File: config.mk
export PLATFORM = sky130hd
export DESIGN_NAME = idli_sqi_fetch_buf_m_flat
export DESIGN_NICKNAME = d
export VERILOG_FILES = /design/src/rtl/idli_sqi_fetch_buf_m_if.sv /design/src/rtl/idli_sqi_fetch_buf_m.sv /design/src/flat_wrapper.sv
export SDC_FILE = /design/constraint.sdc
export NUM_CORES = 1
export LEC_CHECK = 0
export BUFFER_PORTS_ARGS = -buffer_cell sky130_fd_sc_hd__buf_2
export CAP_MARGIN = 10
export CORE_UTILIZATION = 56
export CTS_CLUSTER_DIAMETER = 100
export DETAILED_ROUTE_END_ITERATION = 12
export HOLD_SLACK_MARGIN = 0.03
export PLACE_DENSITY = 0.86
export SLEW_MARGIN = 5
export SYNTH_ARGS = -nofsm -noshare
export SYNTH_HDL_FRONTEND = slang
export SYNTH_SLANG_ARGS = --single-unit
File: constraint.sdc
create_clock -name i_sqi_gck -period 3.43 [get_ports i_sqi_gck]
set_input_delay 1.029 -clock i_sqi_gck [delete_from_list [all_inputs] [get_ports i_sqi_gck]]
set_output_delay 1.029 -clock i_sqi_gck [all_outputs]
set_load 0.02 [all_outputs]
File: src/rtl/idli_sqi_fetch_buf_m_if.sv
// Read-data path between the SQI controller/core (master) and the fetch buffer (slave).
// Handshake: a head entry transfers at a posedge where fetch_vld and fetch_rdy are both high.
interface idli_sqi_fetch_buf_m_if;
  logic [1:0]  sqi_ctr;
  logic        sqi_ctr_last_cycle;
  logic        sqi_data_phase;
  logic [3:0]  sqi_rd_data;
  logic        sqi_redirect;
  logic [15:0] redirect_pc;
  logic [15:0] fetch_instr;
  logic [15:0] fetch_pc;
  logic        fetch_vld;
  logic        fetch_rdy;
  logic        fetch_full;
  logic        fetch_ovf;

  modport master (
    output sqi_ctr, sqi_ctr_last_cycle, sqi_data_phase, sqi_rd_data,
    output sqi_redirect, redirect_pc, fetch_rdy,
    input  fetch_instr, fetch_pc, fetch_vld, fetch_full, fetch_ovf
  );

  modport slave (
    input  sqi_ctr, sqi_ctr_last_cycle, sqi_data_phase, sqi_rd_data,
    input  sqi_redirect, redirect_pc, fetch_rdy,
    output fetch_instr, fetch_pc, fetch_vld, fetch_full, fetch_ovf
  );
endinterface

File: src/rtl/idli_sqi_fetch_buf_m.sv
// Assembles SQI read nibbles into 16-bit instruction words tagged with their PC
// and queues them in a small FIFO for the decode stage.
module idli_sqi_fetch_buf_m #(
  parameter int DEPTH = 2
) (
  input  logic                  i_sqi_gck,
  input  logic                  i_sqi_rst_n,
  idli_sqi_fetch_buf_m_if.slave bus
);

  localparam int AW = $clog2(DEPTH);
  localparam logic [AW:0] PTR_ONE = {{AW{1'b0}}, 1'b1};

  logic [15:0] asm_q;
  logic [15:0] push_pc_q;
  logic [AW:0] wr_ptr_q;
  logic [AW:0] rd_ptr_q;
  logic        ovf_q;
  logic [15:0] mem_instr [DEPTH];
  logic [15:0] mem_pc    [DEPTH];

  logic        redirect_take;
  logic        push;
  logic        pop;
  logic        push_ok;
  logic        empty;
  logic        full;
  logic [15:0] word;

  assign redirect_take = bus.sqi_redirect & bus.sqi_ctr_last_cycle;
  assign push          = bus.sqi_data_phase & bus.sqi_ctr_last_cycle & ~redirect_take;
  assign empty         = (wr_ptr_q == rd_ptr_q);
  assign full          = (wr_ptr_q[AW] != rd_ptr_q[AW]) &&
                         (wr_ptr_q[AW-1:0] == rd_ptr_q[AW-1:0]);
  assign pop           = ~empty & bus.fetch_rdy & ~redirect_take;
  // A same-cycle pop frees the slot this push needs, so a full FIFO still accepts it.
  assign push_ok       = push & (~full | pop);
  assign word          = {asm_q[15:4], bus.sqi_rd_data};

  assign bus.fetch_vld   = ~empty;
  assign bus.fetch_full  = full;
  assign bus.fetch_ovf   = ovf_q;
  assign bus.fetch_instr = empty ? 16'h0000 : mem_instr[rd_ptr_q[AW-1:0]];
  assign bus.fetch_pc    = empty ? 16'h0000 : mem_pc[rd_ptr_q[AW-1:0]];

  always_ff @(posedge i_sqi_gck or negedge i_sqi_rst_n) begin
    if (!i_sqi_rst_n) begin
      asm_q     <= 16'h0000;
      push_pc_q <= 16'h0000;
      wr_ptr_q  <= '0;
      rd_ptr_q  <= '0;
      ovf_q     <= 1'b0;
    end else if (redirect_take) begin
      asm_q     <= 16'h0000;
      push_pc_q <= bus.redirect_pc;
      wr_ptr_q  <= '0;
      rd_ptr_q  <= '0;
    end else begin
      if (bus.sqi_data_phase) begin
        case (bus.sqi_ctr)
          2'd0:    asm_q[15:12] <= bus.sqi_rd_data;
          2'd1:    asm_q[11:8]  <= bus.sqi_rd_data;
          2'd2:    asm_q[7:4]   <= bus.sqi_rd_data;
          default: asm_q[3:0]   <= bus.sqi_rd_data;
        endcase
      end
      if (push_ok) wr_ptr_q <= wr_ptr_q + PTR_ONE;
      if (pop)     rd_ptr_q <= rd_ptr_q + PTR_ONE;
      // Dropped words still consume a PC so later tags stay aligned with memory.
      if (push)    push_pc_q <= push_pc_q + 16'd1;
      if (push & ~push_ok) ovf_q <= 1'b1;
    end
  end

  always_ff @(posedge i_sqi_gck) begin
    if (push_ok) begin
      mem_instr[wr_ptr_q[AW-1:0]] <= word;
      mem_pc[wr_ptr_q[AW-1:0]]    <= push_pc_q;
    end
  end

endmodule

File: src/flat_wrapper.sv
// flat-port wrapper written by rule: the top's interface ports become plain ports
module idli_sqi_fetch_buf_m_flat 
#(
  parameter int DEPTH = 2
)
  (i_sqi_gck, i_sqi_rst_n, bus_sqi_ctr, bus_sqi_ctr_last_cycle, bus_sqi_data_phase, bus_sqi_rd_data, bus_sqi_redirect, bus_redirect_pc, bus_fetch_rdy, bus_fetch_instr, bus_fetch_pc, bus_fetch_vld, bus_fetch_full, bus_fetch_ovf);
  idli_sqi_fetch_buf_m_if bus_i ();
  input  logic i_sqi_gck;
  input  logic i_sqi_rst_n;
  input wire logic [$bits(bus_i.sqi_ctr)-1:0] bus_sqi_ctr;
  input wire logic [$bits(bus_i.sqi_ctr_last_cycle)-1:0] bus_sqi_ctr_last_cycle;
  input wire logic [$bits(bus_i.sqi_data_phase)-1:0] bus_sqi_data_phase;
  input wire logic [$bits(bus_i.sqi_rd_data)-1:0] bus_sqi_rd_data;
  input wire logic [$bits(bus_i.sqi_redirect)-1:0] bus_sqi_redirect;
  input wire logic [$bits(bus_i.redirect_pc)-1:0] bus_redirect_pc;
  input wire logic [$bits(bus_i.fetch_rdy)-1:0] bus_fetch_rdy;
  output wire logic [$bits(bus_i.fetch_instr)-1:0] bus_fetch_instr;
  output wire logic [$bits(bus_i.fetch_pc)-1:0] bus_fetch_pc;
  output wire logic [$bits(bus_i.fetch_vld)-1:0] bus_fetch_vld;
  output wire logic [$bits(bus_i.fetch_full)-1:0] bus_fetch_full;
  output wire logic [$bits(bus_i.fetch_ovf)-1:0] bus_fetch_ovf;
  assign bus_i.sqi_ctr = bus_sqi_ctr;
  assign bus_i.sqi_ctr_last_cycle = bus_sqi_ctr_last_cycle;
  assign bus_i.sqi_data_phase = bus_sqi_data_phase;
  assign bus_i.sqi_rd_data = bus_sqi_rd_data;
  assign bus_i.sqi_redirect = bus_sqi_redirect;
  assign bus_i.redirect_pc = bus_redirect_pc;
  assign bus_i.fetch_rdy = bus_fetch_rdy;
  assign bus_fetch_instr = bus_i.fetch_instr;
  assign bus_fetch_pc = bus_i.fetch_pc;
  assign bus_fetch_vld = bus_i.fetch_vld;
  assign bus_fetch_full = bus_i.fetch_full;
  assign bus_fetch_ovf = bus_i.fetch_ovf;
  idli_sqi_fetch_buf_m #(.DEPTH(DEPTH)) u_core (.i_sqi_gck(i_sqi_gck), .i_sqi_rst_n(i_sqi_rst_n), .bus(bus_i));
endmodule
# Word-level counts from Yosys, hierarchy flattened
# Memory sizes are Yosys's and may differ from the RTL's.
# Index checks and enable logic that the tools add are counted.
word_totals:
  reg_bits: 33
  ramBits: 64
  input_bits: 28
  output_inout_bits: 35
  word_cells: 59
  n_memories: 2
op_classes:
  n_addsub: 3
  eq_ne: 5
  mux: 16
  bitwise: 12
  reduce_logical: 14
memory_table:
  columns: ["memory", "words", "word_bits", "read_ports", "rd_ports_with_merged_regs", "write_ports", "line_no", "text"]
  rows:
  - ["u_core.mem_instr", 2, 16, 1, 0, 1, "idli_sqi_fetch_buf_m.sv:19", "logic [15:0] mem_instr [DEPTH];"]
  - ["u_core.mem_pc", 2, 16, 1, 0, 1, "idli_sqi_fetch_buf_m.sv:20", "logic [15:0] mem_pc [DEPTH];"]
ops:
  columns: ["cell", "n"]
  rows:
  - ["$mux 16", 6]
  - ["$add 16x1->16 const B", 1]
  - ["$mux 4", 4]
  - ["$reduce_bool 2->1", 7]
  - ["$mux 2", 4]
  - ["$reduce_and 2->1", 4]
  - ["$and 1x1->1", 7]
  - ["$add 2x1->2 const B", 2]
  - ["$not 1->1", 4]
  - ["$reduce_or 3->1", 1]
  - ["$eq 2x1->1 const B", 1]
  - ["$eq 2x2->1", 1]
  - ["$eq 2x2->1 const B", 1]
  - ["$logic_not 2->1", 1]
  - ["$mux 1", 2]
  - ["$eq 1x1->1", 1]
  - ["$logic_and 1x1->1", 1]
  - ["$ne 1x1->1", 1]
  - ["$or 1x1->1", 1]

# Depth between registers and ports, before layout
# Gate-level depths: netlist of run 1.
logic_depth:
  depth_word: 9
  depth_mapped: 6
  depth_no_buf: 5

# Worst setup path after synthesis of run 1
# Ideal clock, no wire load.
synth_timing:
  path_kind: "input port to flip-flop"
  startpoint: "input bus_sqi_ctr_last_cycle"
  endpoint: "memory u_core.mem_instr[0][0], enable pin"
  setup_time_ns: 0.421
  arrival_time_ns: 3.035
  t_required_ns: 3.009
  setup_slack_ns: -0.026
  path_stages: 5
  path_buffers: 1
  path_cell_list: "buf_2 -> inv_1 -> nor2_1 -> o211ai_1 -> nor2_1"
synth_via:
  elab_chain_cells: 7
  elab_cells_between_ends: 9
  cone_classes: "mux: 2; bitwise: 7"
synth_rtl:
  columns: ["item", "line_no", "text"]
  rows:
  - ["from (decl)", "flat_wrapper.sv:11", "input wire logic [$bits(bus_i.sqi_ctr_last_cycle)-1:0] bus_sqi_ctr_last_cycle;"]
  - ["$and 1x1->1", "idli_sqi_fetch_buf_m.sv:30", "assign redirect_take = bus.sqi_redirect & bus.sqi_ctr_last_cycle;"]
  - ["$not 1->1 (no source line)", null, null]
  - ["$and 1x1->1", "idli_sqi_fetch_buf_m.sv:35", "assign pop = ~empty & bus.fetch_rdy & ~redirect_take;"]
  - ["$or 1x1->1", "idli_sqi_fetch_buf_m.sv:37", "assign push_ok = push & (~full | pop);"]
  - ["$and 1x1->1 (*)", "idli_sqi_fetch_buf_m.sv:37", null]
  - ["$mux 1 (*)", "idli_sqi_fetch_buf_m.sv:76", "if (push_ok) begin"]
  - ["$mux 1 (implied by the code) (*)", "idli_sqi_fetch_buf_m.sv:77", "mem_instr[wr_ptr_q[AW-1:0]] <= word;"]
  - ["to (decl)", "idli_sqi_fetch_buf_m.sv:19", null]
# Mark *: on every way between the ends. The rest lies on a longest branch, timed or not.

# Final worst setup path of run 1
layout_timing:
  startpoint: "register u_core.rd_ptr_q[0]"
  endpoint: "output bus_fetch_pc[13]"
layout_via:
  elab_chain_cells: 2
  elab_cells_between_ends: 3
  cone_classes: "eq/ne: 1; mux: 1; memory: 1"
layout_rtl:
  columns: ["item", "line_no", "text"]
  rows:
  - ["from (decl)", "idli_sqi_fetch_buf_m.sv:17", "logic [AW:0] rd_ptr_q;"]
  - ["from (signal assigned)", "idli_sqi_fetch_buf_m.sv:68", "if (pop) rd_ptr_q <= rd_ptr_q + PTR_ONE;"]
  - ["$mem_v2 2x16 / $eq 2x2->1 (equally long branches)", null, null]
  - ["$mux 16 (*)", "idli_sqi_fetch_buf_m.sv:44", "assign bus.fetch_pc = empty ? 16'h0000 : mem_pc[rd_ptr_q[AW-1:0]];"]
  - ["to (decl)", "flat_wrapper.sv:18", "output wire logic [$bits(bus_i.fetch_pc)-1:0] bus_fetch_pc;"]
# Marks and branches as above.

==> metrics, run 1 <==
drt pass-1 iters 5; Required @ worst endpoint 2400 ps; synth top area cells edfxtp_1, dfrtp_1, mux2i_1; CTS Buf Count 9; Slew Limit Fails 0; EDFF count, synth 64; Worst-Skew Late Latency 380 ps; # diodes 0; post-CTS setup buffers 0; Non-Filler Instances 490; first-pass GRT wire length 12,700 um; fmax 337 MHz; final clock skew 16.3 ps; FP Rows 31; die area 7880 um2; Psw 1310 uW; Yosys reg bits 97; Pwr Density 703 nW/um2; sequential share of power 0.442; share of flip-flops with an asynchronous set or reset 0.340; Post-Place Cells 474; WL final 8270 um; Die X 88.8 um; Routed Antenna Nets 0; Max-cap violations 0; Hold Path Class reg2reg; path depth of the worst reg2reg path 5; number of setup violations in the final report 0; Mapped Area 4220 um2; Avg Cell Area, Syn 12.9 um2; Die Y 88.8 um; 1st-iter DRT viols 212; status finished, final reports clean; GRT overflow 0; most numerous cell in the Yosys netlist edfxtp_1; sw frac 0.389; TritonCTS clock tree built; Final min period 2970 ps; setup TNS 0 ps; maximum fanout along the worst path 25; final worst-path cycle share 0.865; Worst Max-Slew Pin Slew 762 ps; hold_ws 480 ps; clock share of power 0.206; initial antenna violation count 0; final hold viol count 0; GRT Total Usage 0.223; Setup Crit Path Kind reg2out; Min-Delay Path Depth 0; Final Instance Area 4800 um2; cell-internal power 2060 uW; Core ar. 7250 um2; main combinational cell family by area after synthesis simple AND/OR/NAND/NOR gates; vias in the first global route 2,536; Cell variety after synth 43; post-synth top area share 0.456; Nets 415; initial core utilization 0.582; Longest Clk Path Bufs 2; Post-Synth XOR/XNOR Area 0.00831; Post-Synth Adder-Cell Area 0.00297; top_reg_cell synth edfxtp_1; RD Place Congestion 0.900; most frequent cells after synthesis edfxtp_1, nor2_1, mux2i_1; Root Buffer clkbuf_8; CTS resizes 0; CTS hold repair buffers 0; pin count of the biggest net entering global routing 36; cell count after synthesis 328; Max-slew headroom 0.492; H-Tree Depth 3; synth warn 0; Simple-Gate Fraction of Synth Area 0.127; IO buf count 62; post-synthesis mux area share 0.114; clk sink count 97; RSZ-0062 raised after global routing false; share of post-route cells with drive strength above 1 0.233; Leak Pwr 0.00199 uW; DR vias 2,869; Crit. End Element output pin; HPWL Detailed 5410 um; WP data arrival 1940 ps; routed len/inst 16.9 um; IO Pins 63; vias per inst 5.86; drt drc 0; placed cell area 4610 um2; Yosys top cell by area edfxtp_1; Combinational Power Share 0.352; register area share after synthesis 0.651; Clk pin slew, worst setup/hold paths 90 ps; post-synthesis compound-gate area fraction 0.0727; area delta synth->final 13.7%; crit path launch type flop; Net Count, Synth 357; maximum vdd drop 0.000481 V
==> registers in the layout (all words and copies together), names as in the netlist <==
signal                cells
u_core.mem_instr         32
u_core.push_pc_q         16
u_core.rd_ptr_q           2
u_core.mem_pc            32
u_core.bus.fetch_ovf      1
u_core.wr_ptr_q           2
u_core.asm_q             12
==> metrics by stage <==
stage	util	setup WS [ps]	total power, uW
global placement	0.636	654	2670
detailed placement	0.636	536	2700
CTS	0.661	430	3390
floorplan	-	494	2310
finish	0.661	463	3370
global route	0.661	327	3560
==> metal layers <==
metal | wire [um] | global-route usage | vias to the layer above
li1 | - | - | 1340
met1 | 3600 | 0.313 | 1356
met2 | 3880 | 0.345 | 156
met3 | 636 | 0.0485 | 17
met4 | 153 | 0.0865 | 0
met5 | 0 | 0 | -
==> logic make-up after synthesis <==
kind of cell / after synthesis
and+or+nand+nor: 107
adders and majority gates: 1
muxes: 48
buffers and inverters: 25
xor gates and xnor gates: 4
AOI/OAI and AO/OA: 46
DFF: 97
==> worst max-delay path, cell delays in order, from the launching register on <==
cell and delay [ps]:
dfrtp_2 580, buf_4 440, mux2i_1 310, nor2_1 60, buf_2 170
==> final cells by class <==
cell class / instances / area (um2)
inverter: 6 / 22.5
sequential: 97 / 2750
clock inverter: 7 / 62.6
clock buffer: 9 / 124
multi-input combinational: 206 / 1370
fill: 544 / 2460
tap: 99 / 124
timing repair buffer: 66 / 340
==> path summary, 6_finish.rpt <==
check | slack, ps | startpoint | to
hold reg to reg | 480 | u_core.asm_q[5]$_DFFE_PN0P_ | u_core.mem_instr[0][5]$_DFFE_PP_
setup reg to reg | 1310 | u_core.rd_ptr_q[0]$_DFFE_PN0P_ | u_core.mem_instr[0][3]$_DFFE_PP_
max in group asynchronous | 2220 | i_sqi_rst_n | u_core.rd_ptr_q[0]$_DFFE_PN0P_
setup / recovery | 460 | u_core.rd_ptr_q[0]$_DFFE_PN0P_ | bus_fetch_pc[13]
min in group asynchronous | 700 | i_sqi_rst_n | u_core.push_pc_q[7]$_DFFE_PN0P_
hold / removal | 480 | u_core.asm_q[5]$_DFFE_PN0P_ | u_core.mem_instr[0][5]$_DFFE_PP_
==> layout by cell type, fill, tap and decap left out, types with 2 or more instances in the layout <==
cell type	Yosys	layout
a21oi_1	9	9
a22o_1	4	4
a22oi_1	2	2
a311oi_1	3	3
a31o_2	3	3
and2_1	2	2
and3_1	2	2
and4_1	3	3
buf_2	3	62
buf_4	0	4
clkbuf_8	0	9
clkinv_4	0	3
dfrtp_1	33	32
edfxtp_1	64	64
inv_1	6	6
inv_8	0	2
mux2i_1	48	48
nand2_1	13	13
nand2b_1	3	3
nand3b_1	5	5
nand4_1	7	7
nor2_1	54	52
nor2_2	0	2
nor3_1	6	6
nor4_1	4	4
o211ai_1	3	3
o21ai_0	12	12
o22ai_1	3	3
xor2_1	4	4
==> power groups by stage <==
stage	Clock (uW)	Combinational, uW	Sequential, uW
2_1_floorplan	0	858	1450
4_1_cts	701	1200	1490
6_report	694	1190	1490
5_1_grt	759	1300	1500
3_3_place_gp	0	1170	1500
3_5_place_dp	0	1190	1510
Note: power is estimated with default switching activity, not from simulation.
==> run 2: changes to the inputs <==
--- a/config.mk
+++ b/config.mk
@@ -7,11 +7,12 @@
 export LEC_CHECK = 0
 export BUFFER_PORTS_ARGS = -buffer_cell sky130_fd_sc_hd__buf_2
 export CAP_MARGIN = 10
-export CORE_UTILIZATION = 56
+export CORE_UTILIZATION = 61
 export CTS_CLUSTER_DIAMETER = 100
 export DETAILED_ROUTE_END_ITERATION = 12
 export HOLD_SLACK_MARGIN = 0.03
-export PLACE_DENSITY = 0.86
+export PLACE_DENSITY = 0.92
+export REMOVE_ABC_BUFFERS = 1
 export SLEW_MARGIN = 5
 export SYNTH_ARGS = -nofsm -noshare
 export SYNTH_HDL_FRONTEND = slang
==> constraint.sdc (replaced) <==
create_clock -name i_sqi_gck -period 3.85 [get_ports i_sqi_gck]
set_input_delay 1.155 -clock i_sqi_gck [delete_from_list [all_inputs] [get_ports i_sqi_gck]]
set_output_delay 1.155 -clock i_sqi_gck [all_outputs]
set_load 0.02 [all_outputs]
==> run 2 against run 1 <==
Effect of this change: die area shrank 8.0%; final area down 0.10%; hold slack better by 8.6 ps; clock power down 7.1%; non-clock buffer count up 2; sequential power is 13% lower; core utilization rose by 7.6 points; via count decreased by 0.45%; sequential share of layout area is 0.060 points higher; critical endpoint is now bus_fetch_pc[9]; highest routed layer unchanged.
==> metrics, run 2 (synthesis gave the netlist of run 1 again) <==
status finished, final reports clean (unchanged); Required @ worst endpoint 2690 ps (was 2400 ps); crit path launch type flop (unchanged); final hold viol count 0 (unchanged); Root Buffer clkbuf_8 (unchanged); Nets 417 (was 415); Core ar. 6490 um2 (was 7250 um2); sequential share of power 0.431 (was 0.442); initial antenna violation count 0 (unchanged); final clock skew 12.0 ps (was 16.3 ps); share of post-route cells with drive strength above 1 0.237 (was 0.233); Post-Place Cells 454 (was 474); vias per inst 6.08 (was 5.86); Die Y 85.2 um (was 88.8 um); die area 7250 um2 (was 7880 um2); Setup Crit Path Kind reg2out (unchanged); path depth of the worst reg2reg path 5 (unchanged); worst setup margin 776 ps (was 463 ps); HPWL Detailed 5710 um (was 5410 um); Top delay family on crit path buffers and inverters (unchanged); cell-internal power 1890 uW (was 2060 uW); Longest Clk Path Bufs 2 (unchanged); Worst-Skew Late Latency 370 ps (was 380 ps); first-pass GRT wire length 13,300 um (was 12,700 um); maximum vdd drop 0.000360 V (was 0.000481 V); # diodes 0 (unchanged); maximum fanout along the worst path 25 (unchanged); post-layout util 0.738 (was 0.661); Buf+Inv Stages, Crit Path 2 (unchanged); GRT overflow 0 (unchanged); worst hold endpoint u_core.mem_instr[1][9]$_DFFE_PP_ (was u_core.mem_instr[0][5]$_DFFE_PP_); fillers 402 (was 544); Pwr Density 630 nW/um2 (was 703 nW/um2); area delta synth->final 13.6% (was 13.7%); routed len/inst 17.5 um (was 16.9 um); met1 WL 3430 um (was 3600 um); Hold Path Class reg2reg (unchanged); Die X 85.2 um (was 88.8 um); Combinational Power Share 0.355 (was 0.352); CTS hold repair buffers 0 (unchanged); initial core utilization 0.649 (was 0.582); Min-Delay Path Depth 0 (unchanged); sw frac 0.374 (was 0.389); crit path from u_core.rd_ptr_q[1]$_DFFE_PN0P_ (was u_core.rd_ptr_q[0]$_DFFE_PN0P_); slowest stage cell on the critical path dfrtp_1 (was dfrtp_2); H-Tree Depth 3 (unchanged); Max-slew headroom 0.491 (was 0.492); Hold Startpoint u_core.asm_q[9]$_DFFE_PN0P_ (was u_core.asm_q[5]$_DFFE_PN0P_); WP data arrival 1920 ps (was 1940 ps); clk sink count 97 (unchanged); routed wire length on met3 514 um (was 636 um); final worst-path cycle share 0.798; IO buf count 62 (unchanged); Leak Pwr 0.00200 uW (was 0.00199 uW); routed wl met2 4150 um (was 3880 um); pin count of the biggest net entering global routing 36 (unchanged); Routed Antenna Nets 0 (unchanged); Crit. End Element output pin (unchanged); R2R Path End u_core.mem_pc[0][13]$_DFFE_PP_ (was u_core.mem_instr[0][3]$_DFFE_PP_); fmax 325 MHz; dpl ws 546 ps (was 536 ps); commonest non-fill, non-tap cell in the layout edfxtp_1 (unchanged); worst flop-to-flop path startpoint u_core.wr_ptr_q[0]$_DFFE_PN0P_ (was u_core.rd_ptr_q[0]$_DFFE_PN0P_); FP Rows 29 (was 31); WL final 8220 um (was 8270 um); commonest cells after routing, fill and taps aside edfxtp_1, buf_2, nor2_1, mux2i_1, dfrtp_1 (unchanged); flop-to-flop setup slack 1710 ps (was 1310 ps); Worst Max-Slew Pin Slew 764 ps (was 762 ps); drt pass-1 iters 6 (was 5); RSZ-0062 raised after global routing false (unchanged); highest metal used met4 (unchanged); GRT Total Usage 0.244 (was 0.223); CTS resizes 0 (unchanged); Psw 1130 uW (was 1310 uW); RD Place Congestion 0.917 (was 0.900); Slew Limit Fails 0 (unchanged); Clk pin slew, worst setup/hold paths 90 ps (about the same); 1st-iter DRT viols 214 (was 212); post-CTS setup buffers 0 (unchanged); clock share of power 0.214 (was 0.206); number of setup violations in the final report 0 (unchanged); Final min period 3070 ps; setup TNS 0 ps (unchanged); CP max stage delay 410 ps (was 580 ps); TritonCTS clock tree built (unchanged); IO Pins 63 (unchanged); Max-cap violations 0 (unchanged); Non-Filler Instances 470 (was 490); hold_ws 489 ps (was 480 ps); CTS Buf Count 9 (unchanged); critical path cell sequence xor2_1 -> nor2_2 -> buf_4 -> nor2_1 -> buf_2 (was buf_4 -> mux2i_1 -> nor2_1 -> buf_2); DR vias 2,856 (was 2,869); vias in the first global route 2,713 (was 2,536); drt drc 0 (unchanged)
[run 2: how the worst max path moves through the flow]
stage / endpoint / depth (start not counted)
floorplan: bus_fetch_vld / 3
global placement: u_core.mem_instr[0][1]$_DFFE_PP_ / 6
detailed placement: u_core.mem_instr[0][13]$_DFFE_PP_ / 6
CTS: bus_fetch_instr[8] / 5
global route: bus_fetch_pc[9] / 5
finish: bus_fetch_pc[9] / 5
[run 2: power by group through the flow]
stage	clock network, uW	logic (uW)	registers, uW
floorplan	0	676	1360
global placement	0	1060	1310
detailed placement	0	1080	1320
CTS	652	1080	1300
global route	692	1170	1310
finish	645	1070	1300
[run 2: per-stage QoR]
step,instance area [um2],power [uW]
floorplan,4140,2030
CTS,4790,3040
finish,4790,3020
global placement,4600,2370
detailed placement,4600,2400
global route,4790,3170
[run 2: layout make-up]
| class | instances | area [um2] | area share |
|---|---|---|---|
| inverter | 6 | 22.5 | 0.00470 |
| clock buffer | 9 | 124 | 0.0259 |
| clock inverter | 7 | 70.1 | 0.0146 |
| tap | 77 | 96.3 | 0.0201 |
| multi-input combinational | 206 | 1370 | 0.287 |
| timing repair buffer | 68 | 355 | 0.0742 |
| sequential | 97 | 2750 | 0.574 |
[run 2: metal layers]
layer  vias up  global-route usage
met1      1377               0.322
li1       1342                   -
met2       121               0.402
met3        16              0.0545
met5         -                   0
met4         0              0.0863
